$ cat src/rtl/preproc_regs_pkg.sv
// Shared definitions for the preprocessing register block.
// Holds the register byte addresses, AXI response codes, the write/read
// FSM state encodings and a small word-decode helper.
package preproc_regs_pkg;

  // Register byte addresses. Only bits [3:2] select a register.
  localparam logic [3:0] ADDR_OFFSET     = 4'h0;
  localparam logic [3:0] ADDR_SEL_SOURCE = 4'h4;
  localparam logic [3:0] ADDR_CTRL       = 4'h8;
  localparam logic [3:0] ADDR_STATUS     = 4'hC;

  // AXI response codes.
  localparam logic [1:0] RESP_OKAY   = 2'b00;
  localparam logic [1:0] RESP_SLVERR = 2'b10;

  typedef enum logic {
    W_IDLE = 1'b0,
    W_RESP = 1'b1
  } w_state_e;

  typedef enum logic {
    R_IDLE = 1'b0,
    R_DATA = 1'b1
  } r_state_e;

  // Word index of a byte address. The byte lane bits are ignored.
  function automatic logic [1:0] word_of(input logic [3:0] byte_addr);
    return byte_addr[3:2];
  endfunction

endpackage

$ cat src/rtl/preproc_axil_regs.sv
// AXI4-Lite register slave for the preprocessing datapath.
//
// Registers:
//   0x0 OFFSET      RW  [15:0]  DC offset
//   0x4 SEL_SOURCE  RW  [4:0]   source mux select
//   0x8 CTRL        RW  [0] enable, W1 [1] soft clear (reads 0)
//   0xC STATUS      RO          live status_i (writes get SLVERR)
//
// Ports:
//   s_axi_aclk / s_axi_aresetn   clock, asynchronous active-low reset
//   s_axi_aw* / s_axi_w* / s_axi_b*  write address, data and response
//   s_axi_ar* / s_axi_r*             read address and data
//   offset_o, sel_source_o, enable_o, soft_clr_o  register outputs (flops)
//   status_i                     live status word
module preproc_axil_regs
  import preproc_regs_pkg::*;
#(
  parameter int DATA_WIDTH  = 32,
  parameter int ADDR_WIDTH  = 4,
  parameter int WSTRB_WIDTH = DATA_WIDTH / 8
) (
  input  logic                   s_axi_aclk,
  input  logic                   s_axi_aresetn,
  input  logic [ADDR_WIDTH-1:0]  s_axi_awaddr,
  input  logic                   s_axi_awvalid,
  output logic                   s_axi_awready,
  input  logic [DATA_WIDTH-1:0]  s_axi_wdata,
  input  logic [WSTRB_WIDTH-1:0] s_axi_wstrb,
  input  logic                   s_axi_wvalid,
  output logic                   s_axi_wready,
  output logic [1:0]             s_axi_bresp,
  output logic                   s_axi_bvalid,
  input  logic                   s_axi_bready,
  input  logic [ADDR_WIDTH-1:0]  s_axi_araddr,
  input  logic                   s_axi_arvalid,
  output logic                   s_axi_arready,
  output logic [DATA_WIDTH-1:0]  s_axi_rdata,
  output logic [1:0]             s_axi_rresp,
  output logic                   s_axi_rvalid,
  input  logic                   s_axi_rready,
  output logic [15:0]            offset_o,
  output logic [4:0]             sel_source_o,
  output logic                   enable_o,
  output logic                   soft_clr_o,
  input  logic [31:0]            status_i
);

  // Write channel state
  w_state_e               w_state_q, w_state_d;
  logic                   aw_latched_q, aw_latched_d;
  logic                   w_latched_q, w_latched_d;
  logic [ADDR_WIDTH-1:0]  awaddr_q, awaddr_d;
  logic [DATA_WIDTH-1:0]  wdata_q, wdata_d;
  logic [WSTRB_WIDTH-1:0] wstrb_q, wstrb_d;
  logic                   awready_q, awready_d;
  logic                   wready_q, wready_d;
  logic                   bvalid_q, bvalid_d;
  logic [1:0]             bresp_q, bresp_d;

  // Read channel state
  r_state_e               r_state_q, r_state_d;
  logic                   arready_q, arready_d;
  logic                   rvalid_q, rvalid_d;
  logic [DATA_WIDTH-1:0]  rdata_q, rdata_d;
  logic [1:0]             rresp_q, rresp_d;

  // Register file
  logic [15:0]            offset_q, offset_d;
  logic [4:0]             sel_source_q, sel_source_d;
  logic                   enable_q, enable_d;
  logic                   soft_clr_q, soft_clr_d;

  // Handshakes and the effective address/data of the write being committed.
  // A channel that handshakes on this edge supplies its bus value directly,
  // otherwise the previously latched copy is used.
  logic                   aw_hs, w_hs, ar_hs;
  logic                   aw_have, w_have;
  logic [ADDR_WIDTH-1:0]  commit_addr;
  logic [DATA_WIDTH-1:0]  commit_data;
  logic [WSTRB_WIDTH-1:0] commit_strb;
  logic [DATA_WIDTH-1:0]  read_word;
  logic                   unused_bits;

  assign aw_hs       = s_axi_awvalid && awready_q;
  assign w_hs        = s_axi_wvalid && wready_q;
  assign ar_hs       = s_axi_arvalid && arready_q;
  assign aw_have     = aw_latched_q || aw_hs;
  assign w_have      = w_latched_q || w_hs;
  assign commit_addr = aw_hs ? s_axi_awaddr : awaddr_q;
  assign commit_data = w_hs ? s_axi_wdata : wdata_q;
  assign commit_strb = w_hs ? s_axi_wstrb : wstrb_q;

  assign unused_bits = ^{commit_addr[1:0], commit_data[DATA_WIDTH-1:16],
                         commit_strb[WSTRB_WIDTH-1:2], s_axi_araddr[1:0]};

  // Write FSM: collect AW and W in either order, commit when both are
  // present, then hold the response until the master takes it.
  always_comb begin
    w_state_d    = w_state_q;
    aw_latched_d = aw_latched_q;
    w_latched_d  = w_latched_q;
    awaddr_d     = awaddr_q;
    wdata_d      = wdata_q;
    wstrb_d      = wstrb_q;
    awready_d    = awready_q;
    wready_d     = wready_q;
    bvalid_d     = bvalid_q;
    bresp_d      = bresp_q;
    offset_d     = offset_q;
    sel_source_d = sel_source_q;
    enable_d     = enable_q;
    soft_clr_d   = 1'b0;

    unique case (w_state_q)
      W_IDLE: begin
        if (aw_hs) awaddr_d = s_axi_awaddr;
        if (w_hs) begin
          wdata_d = s_axi_wdata;
          wstrb_d = s_axi_wstrb;
        end
        if (aw_have && w_have) begin
          w_state_d    = W_RESP;
          aw_latched_d = 1'b0;
          w_latched_d  = 1'b0;
          awready_d    = 1'b0;
          wready_d     = 1'b0;
          bvalid_d     = 1'b1;
          bresp_d      = RESP_OKAY;
          unique case (word_of(commit_addr[3:0]))
            word_of(ADDR_OFFSET): begin
              if (commit_strb[0]) offset_d[7:0]  = commit_data[7:0];
              if (commit_strb[1]) offset_d[15:8] = commit_data[15:8];
            end
            word_of(ADDR_SEL_SOURCE): begin
              if (commit_strb[0]) sel_source_d = commit_data[4:0];
            end
            word_of(ADDR_CTRL): begin
              if (commit_strb[0]) begin
                enable_d   = commit_data[0];
                soft_clr_d = commit_data[1];
              end
            end
            default: bresp_d = RESP_SLVERR;
          endcase
        end else begin
          aw_latched_d = aw_have;
          w_latched_d  = w_have;
          awready_d    = !aw_have;
          wready_d     = !w_have;
        end
      end
      W_RESP: begin
        if (bvalid_q && s_axi_bready) begin
          w_state_d = W_IDLE;
          bvalid_d  = 1'b0;
          awready_d = 1'b1;
          wready_d  = 1'b1;
        end
      end
      default: w_state_d = W_IDLE;
    endcase
  end

  // Read mux sees the register flops, so a write committing on the same
  // edge as the read handshake is not yet visible to that read.
  always_comb begin
    read_word = '0;
    unique case (word_of(s_axi_araddr[3:0]))
      word_of(ADDR_OFFSET):     read_word[15:0] = offset_q;
      word_of(ADDR_SEL_SOURCE): read_word[4:0]  = sel_source_q;
      word_of(ADDR_CTRL):       read_word[0]    = enable_q;
      default:                  read_word[31:0] = status_i;
    endcase
  end

  // Read FSM: one-cycle latency from address handshake to rvalid.
  always_comb begin
    r_state_d = r_state_q;
    arready_d = arready_q;
    rvalid_d  = rvalid_q;
    rdata_d   = rdata_q;
    rresp_d   = rresp_q;

    unique case (r_state_q)
      R_IDLE: begin
        arready_d = 1'b1;
        if (ar_hs) begin
          r_state_d = R_DATA;
          arready_d = 1'b0;
          rvalid_d  = 1'b1;
          rdata_d   = read_word;
          rresp_d   = RESP_OKAY;
        end
      end
      R_DATA: begin
        if (s_axi_rready) begin
          r_state_d = R_IDLE;
          rvalid_d  = 1'b0;
          arready_d = 1'b1;
        end
      end
      default: r_state_d = R_IDLE;
    endcase
  end

  // Ready flags are registered so they stay low throughout reset and rise
  // on the first clock edge after release.
  always_ff @(posedge s_axi_aclk or negedge s_axi_aresetn) begin
    if (!s_axi_aresetn) begin
      w_state_q    <= W_IDLE;
      aw_latched_q <= 1'b0;
      w_latched_q  <= 1'b0;
      awaddr_q     <= '0;
      wdata_q      <= '0;
      wstrb_q      <= '0;
      awready_q    <= 1'b0;
      wready_q     <= 1'b0;
      bvalid_q     <= 1'b0;
      bresp_q      <= 2'b00;
      r_state_q    <= R_IDLE;
      arready_q    <= 1'b0;
      rvalid_q     <= 1'b0;
      rdata_q      <= '0;
      rresp_q      <= 2'b00;
      offset_q     <= '0;
      sel_source_q <= '0;
      enable_q     <= 1'b0;
      soft_clr_q   <= 1'b0;
    end else begin
      w_state_q    <= w_state_d;
      aw_latched_q <= aw_latched_d;
      w_latched_q  <= w_latched_d;
      awaddr_q     <= awaddr_d;
      wdata_q      <= wdata_d;
      wstrb_q      <= wstrb_d;
      awready_q    <= awready_d;
      wready_q     <= wready_d;
      bvalid_q     <= bvalid_d;
      bresp_q      <= bresp_d;
      r_state_q    <= r_state_d;
      arready_q    <= arready_d;
      rvalid_q     <= rvalid_d;
      rdata_q      <= rdata_d;
      rresp_q      <= rresp_d;
      offset_q     <= offset_d;
      sel_source_q <= sel_source_d;
      enable_q     <= enable_d;
      soft_clr_q   <= soft_clr_d;
    end
  end

  assign s_axi_awready = awready_q;
  assign s_axi_wready  = wready_q;
  assign s_axi_bvalid  = bvalid_q;
  assign s_axi_bresp   = bresp_q;
  assign s_axi_arready = arready_q;
  assign s_axi_rvalid  = rvalid_q;
  assign s_axi_rdata   = rdata_q;
  assign s_axi_rresp   = rresp_q;
  assign offset_o      = offset_q;
  assign sel_source_o  = sel_source_q;
  assign enable_o      = enable_q;
  assign soft_clr_o    = soft_clr_q;

endmodule

$ cat config.mk
export PLATFORM = sky130hd
export DESIGN_NAME = preproc_axil_regs
export DESIGN_NICKNAME = d
export VERILOG_FILES = /design/src/rtl/preproc_regs_pkg.sv /design/src/rtl/preproc_axil_regs.sv
export SDC_FILE = /design/constraint.sdc
export NUM_CORES = 1
export LEC_CHECK = 0
export CAP_MARGIN = 20
export CORE_ASPECT_RATIO = 0.9
export CORE_MARGIN = 1.5
export CORE_UTILIZATION = 40
export DETAILED_ROUTE_END_ITERATION = 7
export PLACE_DENSITY_LB_ADDON = 0.15
export SLEW_MARGIN = 40
export SYNTH_ARGS = -nofsm -noshare
export SYNTH_HDL_FRONTEND = slang
export SYNTH_SLANG_ARGS = --single-unit
export TNS_END_PERCENT = 50
$ cat constraint.sdc
create_clock -name s_axi_aclk -period 5 [get_ports s_axi_aclk]
set_input_delay 0.75 -clock s_axi_aclk [delete_from_list [all_inputs] [get_ports s_axi_aclk]]
set_output_delay 0.75 -clock s_axi_aclk [all_outputs]
set_load 0.05 [all_outputs]
; Yosys cells after proc, flatten, opt, wreduce, memory -nomap -nowiden
; Cells that the tools add are included.
[word_totals]
register_bits = 88
in_bits = 83
out_inout_bits = 64
wordCells = 87
[op_classes]
n_eq_ne = 8
mux = 34
bitwise_logic = 2
reduce_logical = 23
[ops]
columns = op, n
row1 = two-way mux 16 bit, 2
row2 = case mux 11 bit (2 select lines), 1
row3 = two-way mux 1 bit, 19
row4 = AND reduction 4 bit, 4
row5 = case mux 1 bit (2 select lines), 7
row6 = case mux 4 bit (3 select lines), 1
row7 = AND reduction 2 bit, 5
row8 = != test 2 bit (second input constant), 3
row9 = OR reduction 3 bit, 2
row10 = logical AND 1 bit, 5
row11 = == test 2 x 1 -> 1 bit (second input constant), 2
row12 = == test 2 bit (second input constant), 2
row13 = logical NOT 2 bit, 2
row14 = two-way mux 2 bit, 2
row15 = two-way mux 4 bit, 1
row16 = case mux 1 bit (3 select lines), 1
row17 = logical NOT 1 bit, 2
row18 = logical OR 1 bit, 2
row19 = != test 2 x 1 -> 1 bit (second input constant), 1
row20 = inverter 1 bit, 2
row21 = OR reduction 2 bit, 1

; Depth between registers and ports, before layout
; Gate-level depths: netlist of the first run.
[depth]
depth_word = 6
mapped_depth = 6
ltp_nobuf = 4

; Worst setup path before layout of the first run
; Ideal clock, no wire load.
[synth_timing]
kind = register -> register
startpoint = reg awready_q, in the netlist s_axi_awready
endpoint = reg offset_q[10], in the netlist offset_o[10]
setup_time_ns = 0.125
t_arrival_ns = 1.985
required_ns = 4.875
path_slack_ns = 2.890
path_stages_with_launch = 5
n_path_buf = 0
synth_period_minus_slack_ns = 2.110
cell_sequence = dfrtp_1 > a21oi_2 > or3_4 > nor3_4 > mux2_2
[synth_via]
elab_chain_len = 4
[synth_lines]
columns = element, line
row1 = start: declaration, preproc_axil_regs.sv:55  ; logic awready_q, awready_d;
row2 = start signal: assignment, preproc_axil_regs.sv:236  ; awready_q <= awready_d;
row3 = logical AND 1 bit *, preproc_axil_regs.sv:84  ; assign aw_hs = s_axi_awvalid && awready_q;
row4 = two-way mux 4 bit or logical OR 1 bit (tied branches), --
row5 = logical NOT 2 bit or logical AND 1 bit (tied branches), "preproc_axil_regs.sv:129, preproc_axil_regs.sv:121"
row6 = AND reduction 4 bit (no source line) *, --
row7 = end signal: assignment, preproc_axil_regs.sv:245  ; offset_q <= offset_d;
row8 = end: declaration, preproc_axil_regs.sv:68  ; logic [15:0] offset_q, offset_d;
; Every way passes the cells marked *; elsewhere a longest branch is shown, timed or not.
; A chain may end at the register's enable or synchronous reset.

; Worst setup path in the final report of the first run
[layout_timing]
startpoint = in s_axi_wvalid
endpoint = reg offset_q[0], in the netlist offset_o[0]
[layout_via]
elab_chain_len = 4
[layout_lines]
columns = element, line
row1 = start: declaration, preproc_axil_regs.sv:29  ; input logic s_axi_wvalid,
row2 = logical AND 1 bit *, preproc_axil_regs.sv:85  ; assign w_hs = s_axi_wvalid && wready_q;
row3 = logical OR 1 bit, preproc_axil_regs.sv:88  ; assign w_have = w_latched_q || w_hs;
row4 = logical AND 1 bit, preproc_axil_regs.sv:121  ; if (aw_have && w_have) begin
row5 = AND reduction 4 bit (no source line), --
; Marks and branches as above.

==> results of run 1 <==
==> layout by cell type (no fill, tap or decap), types with 2 or more instances in the layout <==
cell type / instances
conb_1: 3
nand4b_1: 2
clkdlybuf4s50_1: 120
clkbuf_1: 2
a22oi_1: 11
bufinv_16: 2
mux2i_1: 6
nand2_1: 56
o21ai_0: 34
clkbuf_8: 12
dfrtp_1: 85
nor2_1: 19
inv_1: 2
a21oi_1: 8
mux2_2: 59
==> worst paths after layout <==
| path | end | cells past startpoint | startpoint |
|---|---|---|---|
| hold / removal | s_axi_rvalid$_DFFE_PN0P_ | 1 | s_axi_aresetn |
| setup / recovery | offset_o[0]$_DFFE_PN0P_ | 5 | s_axi_wvalid |
| setup reg to reg | offset_o[0]$_DFFE_PN0P_ | 4 | s_axi_wready$_DFFE_PN0P_ |
| hold reg to reg | s_axi_rdata[7]$_DFFE_PN0P_ | 2 | s_axi_rdata[7]$_DFFE_PN0P_ |
| min in group s_axi_aclk | s_axi_rdata[7]$_DFFE_PN0P_ | 2 | s_axi_rdata[7]$_DFFE_PN0P_ |
| max in group asynchronous | s_axi_rdata[2]$_DFFE_PN0P_ | 1 | s_axi_aresetn |
==> kinds of logic (layout without fill, tap and decap cells) <==
kind of cell           after synthesis  after routing  share of synthesized area
AND/OR/NAND/NOR                     90             90                      0.109
flip-flops                          85             85                      0.569
other                                1              3                    0.00100
AO/OA/AOI/OAI                       59             59                     0.0924
buffers and inverters               22            140                     0.0281
multiplexers                        66             66                      0.200
==> Yosys cell counts, types with 2 or more instances <==
master    number
nand4b_1       2
buf_4          3
clkbuf_1      13
nand2_1       57
a21oi_1        8
nor2_1        19
dfrtp_1       85
inv_1          2
buf_2          3
mux2_2        59
mux2i_1        6
a22oi_1       11
o21ai_0       34
==> power groups by stage <==
stage	Sequential (uW)	Combinational [uW]	Clock [uW]
finish	1180	1730	539
CTS	1180	1750	561
detailed placement	1200	1740	0
global placement	1180	1720	0
floorplan	1810	536	0
global route	1230	1830	589
==> metal layers <==
metal  wire, microns  up-vias  part of all wire
li1                -     1349                 -
met1            4020     1315              0.47
met2            3950       78              0.46
met3             464       10             0.054
met4              86        0             0.010
met5               0        -                 0
==> cell type report <==
cell class              count  area [sq um]  area share
multi-input cells         218          1530       0.290
well taps                 122           153      0.0290
clock inverters             3          67.6      0.0128
inverters                   2          7.51     0.00143
clock buffers              13           159      0.0302
repair buffers            122          1220       0.232
flip-flops and latches     85          2130       0.404
==> sequential cells by signal (all words and copies together), names as in the netlist, 2 cells and up <==
| register | cells |
|---|---|
| offset_o | 16 |
| awaddr_q | 2 |
| wdata_q | 16 |
| sel_source_o | 5 |
| s_axi_rdata | 32 |
| wstrb_q | 2 |
==> through the flow <==
stage | cells | setup slack [ps]
after floorplan | 325 | 2890
after global placement | 549 | 1950
after detailed placement | 549 | 1930
after CTS | 565 | 2270
after global routing | 565 | 2370
final | 565 | 2500
==> impl_metrics.tcl, run 1 <==
set metrics [dict create \
    critical_path_class "input port to flop" \
    peakVddDrop_uv 330 \
    die_y_microns 94.7 \
    placed_area_sq_um 5030 \
    post_cts_resized 0 \
    synth_edf_count 0 \
    dieArea_sq_um 9930 \
    clk_pin_slew_ps 80 \
    fin_util 0.579 \
    cts.sinks 85 \
    overflow 0 \
    syn-cell-area_sq_um 3740 \
    clock_power_share 0.156 \
    use_met1 0.234 \
    slew_violations 0 \
    synth_largest_area_cell "dfrtp_1" \
    grt_busiest_layer "met2" \
    final.setup.tns_ps 0 \
    hold_slack_ps 435 \
    vias_per_cell 4.87 \
    drive_gt1_frac 0.190 \
    grt_usage 0.177 \
    cts_buffers 9 \
    num_io_pins 147 \
    min_period_over_period 0.501 \
    cts_tree "done" \
    grt_max_degree 86 \
    finalPower_uw 3450 \
    path_cells "clkdlybuf4s50_1 > a21boi_0 > a21oi_1 > nor4_4 > mux2_2" \
    die_w_microns 105 \
    setup_viol 0 \
    yosys-top-cells-area "dfrtp_1, mux2_2, nand2_1" \
    power_density_nw_per_um2 656 \
    synth_cell_types 34 \
    slew_headroom 0.520 \
    cp_max_fo 8 \
    ctsLongestPathBuffers 2 \
    async_reset_ff_frac 1.00 \
    power.leakage_uw 0.00221 \
    ys.flop_type "dfrtp_1" \
    grt_util_met2 0.287 \
    ys_ff_latch 85 \
    hpwl_microns 5990 \
    vias 2752 \
    crit_family "simple AND/OR/NAND/NOR gates" \
    p_sw_uw 1500 \
    diodes 0 \
    grt_pass1_vias 2674 \
    syn_inst 323 \
    htree_levels 3 \
    hold_buffers 0 \
    cts_setup_buffers 0 \
    p_int_uw 1950 \
    drc_errors 0 \
    slowest_stage "nor4_4" \
    nFillCells 830 \
    cpPeakStageDelay_ps 610 \
    avgSynthCellArea_sq_um 11.6 \
    fmax_ghz 0.400 \
    gp_congestion 0.750 \
    grt_pass1_wl_microns 13600 \
    status "finished clean" \
    hold_class "input port to async pin" \
    antenna_found_initial 0 \
    path_buf_inv 1 \
    switching_share 0.435 \
    startpoint_type "input port" \
    r2r_slack_ps 2950 \
    cp.required_ps 5230 \
    wl_microns 8530 \
    period_minus_slack_ps 2500 \
    synth_top_area_frac 0.569 \
    yosysWarnings 0 \
    finalHoldViolCount 0 \
    crit_path_end_kind "flop" \
    start_util 0.411 \
    finalClockSkew_ps 7.52 \
    dr.pass1.iters 4 \
    rows 33 \
    power.share.sequential 0.342 \
    synth_seq_area_share 0.569 \
    pwr-share-comb 0.502 \
    postRouteAntennaNets 0 \
    fin_area_sq_um 5260 \
    clk_latency_ps 350 \
    rsz0062_at_grt "no" \
    crit_arrival_ps 2740 \
    worst_pin_slew_ps 718 \
    drt_iter0_markers 104 \
    port_buffers 121 \
    core_sq_um 9080 \
    nets 521 \
    grtUsageMet3 0.0462 \
    syn2layout_area_growth_pct 40.8 \
    root_buffer "clkbuf_8" \
    wire_per_inst_microns 15.1 \
    maxCapViolations 0 \
]
(Power assumes the default switching activity.)
==> run 2: changes to the inputs <==
==> constraint.sdc (replaced) <==
create_clock -name s_axi_aclk -period 2.4 [get_ports s_axi_aclk]
set_input_delay 0.36 -clock s_axi_aclk [delete_from_list [all_inputs] [get_ports s_axi_aclk]]
set_output_delay 0.36 -clock s_axi_aclk [all_outputs]
set_load 0.05 [all_outputs]
==> run 2 against run 1 <==
  * Final cell count is 2.7% higher
  * Flip-flop and latch count stayed put
  * Clock skew is 0.56 ps higher
  * Largest cell class unchanged
  * Utilization is 1.5 points higher
  * Register-to-register slack worse by 2300 ps
  * Clock power is 110% higher
  * Critical endpoint is now offset_o[15]
  * Hold slack better by 2.7 ps
  * Total power is 110% higher
  * Global-route usage is 0.18 points higher
  * Largest power group unchanged
  * Clock-buffer cell count is 3 lower
  * Via count is 1.2% higher
  * First-iteration DRC count is 30% lower
==> impl_metrics.tcl, run 2 (synthesis gave the netlist of run 1 again) <==
set metrics [dict create \
    vias 2784 \
    die_y_microns 94.7 \
    largest_reg_flops 32 \
    htree_levels 3 \
    grt_pass1_vias 2777 \
    dieArea_sq_um 9930 \
    dp_cells 563 \
    path_buf_inv 1 \
    grt_util_met2 0.281 \
    gp_congestion 0.800 \
    start_util 0.411 \
    final_common_cell "clkdlybuf4s50_1" \
    worst_pin_slew_ps 750 \
    status "finished clean" \
    hpwl_microns 6280 \
    grtUsageMet3 0.0380 \
    slew_headroom 0.498 \
    grt_max_degree 45 \
    cts_setup_buffers 0 \
    dr.pass1.iters 4 \
    fin_cells 580 \
    hold_class "input port to async pin" \
    num_io_pins 147 \
    grt_busiest_layer "met2" \
    postRouteAntennaNets 0 \
    root_buffer "clkbuf_8" \
    maxCapViolations 0 \
    ctsLongestPathBuffers 2 \
    wl_microns 8650 \
    use_met1 0.242 \
    setup_ws_ps 438 \
    overflow 0 \
    grt_pass1_wl_microns 13900 \
    cp_max_fo 3 \
    rsz0062_at_grt "no" \
    crit_path_end_kind "output port" \
    cpPeakStageDelay_ps 830 \
    drive_gt1_frac 0.216 \
    slew_violations 0 \
    fmax_ghz 0.510 \
    period_minus_slack_ps 1960 \
    wire_per_inst_microns 14.9 \
    critical_path_class "flop to output port" \
    cts_buffers 9 \
    rows 33 \
    antenna_found_initial 0 \
    fin_area_sq_um 5400 \
    nFillCells 763 \
    setup_viol 0 \
    peakVddDrop_uv 643 \
    core_sq_um 9080 \
    post-place-ws_ps 174 \
    finalHoldViolCount 0 \
    power_density_nw_per_um2 1350 \
    die_w_microns 105 \
    clk_latency_ps 340 \
    diodes 0 \
    drt_iter0_markers 73 \
    nets 536 \
    final_cell_mix "clkdlybuf4s50_1, dfrtp_1, mux2_2" \
    final.setup.tns_ps 0 \
    crit_arrival_ps 1600 \
    syn2layout_area_growth_pct 44.4 \
    finalClockSkew_ps 8.08 \
    slowest_stage "clkdlybuf4s50_1" \
    placed_area_sq_um 5160 \
    min_period_over_period 0.817 \
    grt_usage 0.179 \
    drc_errors 0 \
    port_buffers 121 \
    cts_tree "done" \
    vias_per_cell 4.80 \
    power.leakage_uw 0.00229 \
    finalPower_uw 7290 \
    cts.sinks 85 \
    post_cts_resized 0 \
    clk_pin_slew_ps 90 \
    cp.required_ps 2040 \
    startpoint_type "flop" \
    path_cells "clkdlybuf4s50_1" \
    crit_family "buffers and inverters" \
]
==> run 2: cell types whose count changed in the layout (fill, tap and decap cells not counted), sizes merged <==
cell / previous run / this run
buf: 1 / 16
clkbuf: 14 / 10
clkinv: 0 / 3
dlygate4sd3: 0 / 1
==> run 2: repair_timing <==
action,4_1_cts,5_1_grt
hold buffers,1,0
hold endpoints to repair,18,0
setup endpoints to repair,0,0
==> run 2: area by class of cell <==
cell class | instances | area [sq um] | area share
clock buffers | 10 | 138 | 0.0255
clock inverters | 6 | 86.3 | 0.0160
inverters | 2 | 7.51 | 0.00139
multi-input cells | 218 | 1520 | 0.281
flip-flops and latches | 85 | 2130 | 0.394
well taps | 122 | 153 | 0.0283
repair buffers | 137 | 1370 | 0.254
==> run 2: report_power, final <==
part / internal (uW) / switching, uW / total, uW
Combinational: 1470 / 2270 / 3730
Clock: 613 / 502 / 1110
Sequential: 2030 / 407 / 2440
==> run 2: worst paths after layout <==
kind	start	to	slack, ps	cells after the start
setup / recovery	offset_o[15]$_DFFE_PN0P_	offset_o[15]	440	1
hold / removal	s_axi_aresetn	s_axi_rdata[28]$_DFFE_PN0P_	440	2
setup reg to reg	s_axi_wready$_DFFE_PN0P_	offset_o[2]$_DFFE_PN0P_	630	5
hold reg to reg	s_axi_rdata[6]$_DFFE_PN0P_	s_axi_rdata[6]$_DFFE_PN0P_	480	2
max in group asynchronous	s_axi_aresetn	s_axi_rdata[24]$_DFFE_PN0P_	1350	3
min in group s_axi_aclk	s_axi_rdata[6]$_DFFE_PN0P_	s_axi_rdata[6]$_DFFE_PN0P_	480	2
==> run 2: metal layers <==
layer / part of all wire / wire length [microns]
met3: 0.053 / 461
met2: 0.45 / 3920
met1: 0.47 / 4100
met5: 0 / 0
met4: 0.019 / 161
==> run 2: through the flow <==
stage           util  hold WS, ps
3_5_place_dp   0.568          257
2_1_floorplan      -         64.4
5_1_grt        0.594          447
3_3_place_gp   0.568          259
6_report       0.594          438
4_1_cts        0.594          424
==> run 3: changes to the inputs <==
--- a/config.mk
+++ b/config.mk
@@ -8,7 +8,7 @@
 export CAP_MARGIN = 20
 export CORE_ASPECT_RATIO = 0.9
 export CORE_MARGIN = 1.5
-export CORE_UTILIZATION = 40
+export CORE_UTILIZATION = 39
 export DETAILED_ROUTE_END_ITERATION = 7
 export PLACE_DENSITY_LB_ADDON = 0.15
 export SLEW_MARGIN = 40
==> constraint.sdc (replaced) <==
create_clock -name s_axi_aclk -period 1.65 [get_ports s_axi_aclk]
set_input_delay 0.2475 -clock s_axi_aclk [delete_from_list [all_inputs] [get_ports s_axi_aclk]]
set_output_delay 0.2475 -clock s_axi_aclk [all_outputs]
set_load 0.05 [all_outputs]
==> run 3 against run 2 <==
  * Combinational power is 44% higher
  * First-iteration DRC count increased by 34%
  * Hold slack got worse by 67 ps
  * Register-to-register slack got worse by 630 ps
  * Total power increased by 49%
  * Critical path depth grew 4
  * Die area rose by 2.5%
  * Worst setup slack worse by 440 ps
  * Wire length rose by 1.9%
  * Non-clock buffer count grew 11
  * Sequential share of layout area is 0.16 points lower
==> impl_metrics.tcl, run 3 (synthesis gave the netlist of run 1 again) <==
set metrics [dict create \
    largest_reg_flops 32 \
    critPathLaunch "s_axi_awready$_DFFE_PN0P_" \
    drt_iter0_markers 98 \
    final_common_cell "dfrtp_1" \
    gp_congestion 0.779 \
    hold_class "input port to async pin" \
    rsz0062_at_grt "yes" \
    startpoint_type "flop" \
    overflow 0 \
    syn2layout_area_growth_pct 45.2 \
    grt_util_met2 0.298 \
    power_density_nw_per_um2 2000 \
    ctsLongestPathBuffers 2 \
    die_y_microns 95.9 \
    vias_per_cell 4.86 \
    cp.required_ps 1880 \
    fin_cells 591 \
    period_minus_slack_ps 1650 \
    crit_arrival_ps 1880 \
    diodes 0 \
    cts_tree "done" \
    fmax_ghz 0.607 \
    reg2reg_depth 5 \
    grt_usage 0.176 \
    core_sq_um 9210 \
    num_io_pins 147 \
    drive_gt1_frac 0.377 \
    final_cell_mix "dfrtp_1, buf_4, mux2_2" \
    wire_per_inst_microns 14.9 \
    finalPower_uw 10900 \
    postRouteAntennaNets 0 \
    cp_max_fo 8 \
    grt_pass1_wl_microns 13900 \
    grtUsageMet3 0.0494 \
    die_w_microns 106 \
    root_buffer "clkbuf_8" \
    min_period_over_period 0.999 \
    grt_pass1_vias 2853 \
    crit_path_end_kind "flop" \
    cts_buffers 9 \
    grt_busiest_layer "met2" \
    clk_latency_ps 350 \
    cts.sinks 85 \
    htree_levels 3 \
    start_util 0.406 \
    use_met1 0.223 \
    finalHoldViolCount 0 \
    dp_cells 573 \
    nets 547 \
    antenna_found_initial 0 \
    r2r_end "offset_o[13]$_DFFE_PN0P_" \
    wl_microns 8810 \
    dieArea_sq_um 10200 \
    clk_pin_slew_ps 90 \
    rows 33 \
    status "finished clean" \
    power.leakage_uw 0.00247 \
    drc_errors 0 \
    dr.pass1.iters 4 \
    maxCapViolations 0 \
    port_buffers 121 \
    hold_slack_ps 371 \
    peakVddDrop_uv 1050 \
    vias 2872 \
    finalClockSkew_ps 7.44 \
    r2r_slack_ps 2 \
    critical_path_class "flop to flop" \
    grt_max_degree 36 \
    slew_violations 0 \
    hpwl_microns 6650 \
    setup_viol 0 \
    rr_startpoint "s_axi_awready$_DFFE_PN0P_" \
]
[run 3: changes by cell type in the layout (fill, tap and decap cells not counted), sizes merged]
cell / delta
buf: +72
clkdlybuf4s50: -63
clkinv: -3
bufinv: +2
clkinvlp: +1
dlygate4sd2: +1
dlymetal6s2s: +1
[run 3: what timing repair did]
action / CTS / global route
pin swaps: 0 / 2
endpoints found under the hold margin: 27 / 0
gates resized for setup: 4 / 3
hold buffers: 1 / 0
setup endpoints to repair: 16 / 27
setup buffers: 0 / 1
[run 3: area by class of cell]
type | instances | area, sq um
Inverter | 2 | 7.51
Clock buffer | 10 | 128
Tap cell | 122 | 153
Multi-Input combinational cell | 218 | 1550
Clock inverter | 6 | 135
Sequential cell | 85 | 2130
Fill cell | 798 | 3780
Timing Repair Buffer | 148 | 1330
[run 3: worst max-delay path, stage by stage (launching register included)]
cell and delay, ps:
dfrtp_2 430, a21oi_4 80, or3_4 380, nor3_4 150
buf_12 150, mux2_2 330
[run 3: worst max path at each step]
| stage | slack [ps] | to | cells past startpoint |
|---|---|---|---|
| 3_5_place_dp | -410 | offset_o[9]$_DFFE_PN0P_ | 6 |
| 6_report | 2 | offset_o[13]$_DFFE_PN0P_ | 5 |
| 5_1_grt | -60 | offset_o[3]$_DFFE_PN0P_ | 5 |
| 3_3_place_gp | -390 | offset_o[9]$_DFFE_PN0P_ | 6 |
| 4_1_cts | -10 | offset_o[9]$_DFFE_PN0P_ | 5 |
| 2_1_floorplan | -190 | offset_o[10]$_DFFE_PN0P_ | 4 |
[run 3: stage by stage]
stage	setup WS, ps	cell area, sq um	util	setup TNS (ps)
floorplan	-193	3760	-	-4360
global placement	-386	5130	0.557	-13050
detailed placement	-405	5130	0.557	-14480
CTS	-11.2	5410	0.588	-26.4
global route	-59.6	5430	0.589	-749
finish	2.09	5430	0.589	0
[run 3: metal layers]
layer / wire (microns) / part of all wire
met5: 0 / 0
met4: 144 / 0.016
met3: 498 / 0.057
met2: 4250 / 0.48
met1: 3920 / 0.45
[run 3: power by group]
| part | leakage, uW | switching [uW] | internal (uW) |
|---|---|---|---|
| Combinational | 0.00127 | 3330 | 2050 |
| Sequential | 0.00108 | 638 | 2960 |
| Clock | 0.000123 | 730 | 1160 |
| Total | 0.00247 | 4700 | 6170 |
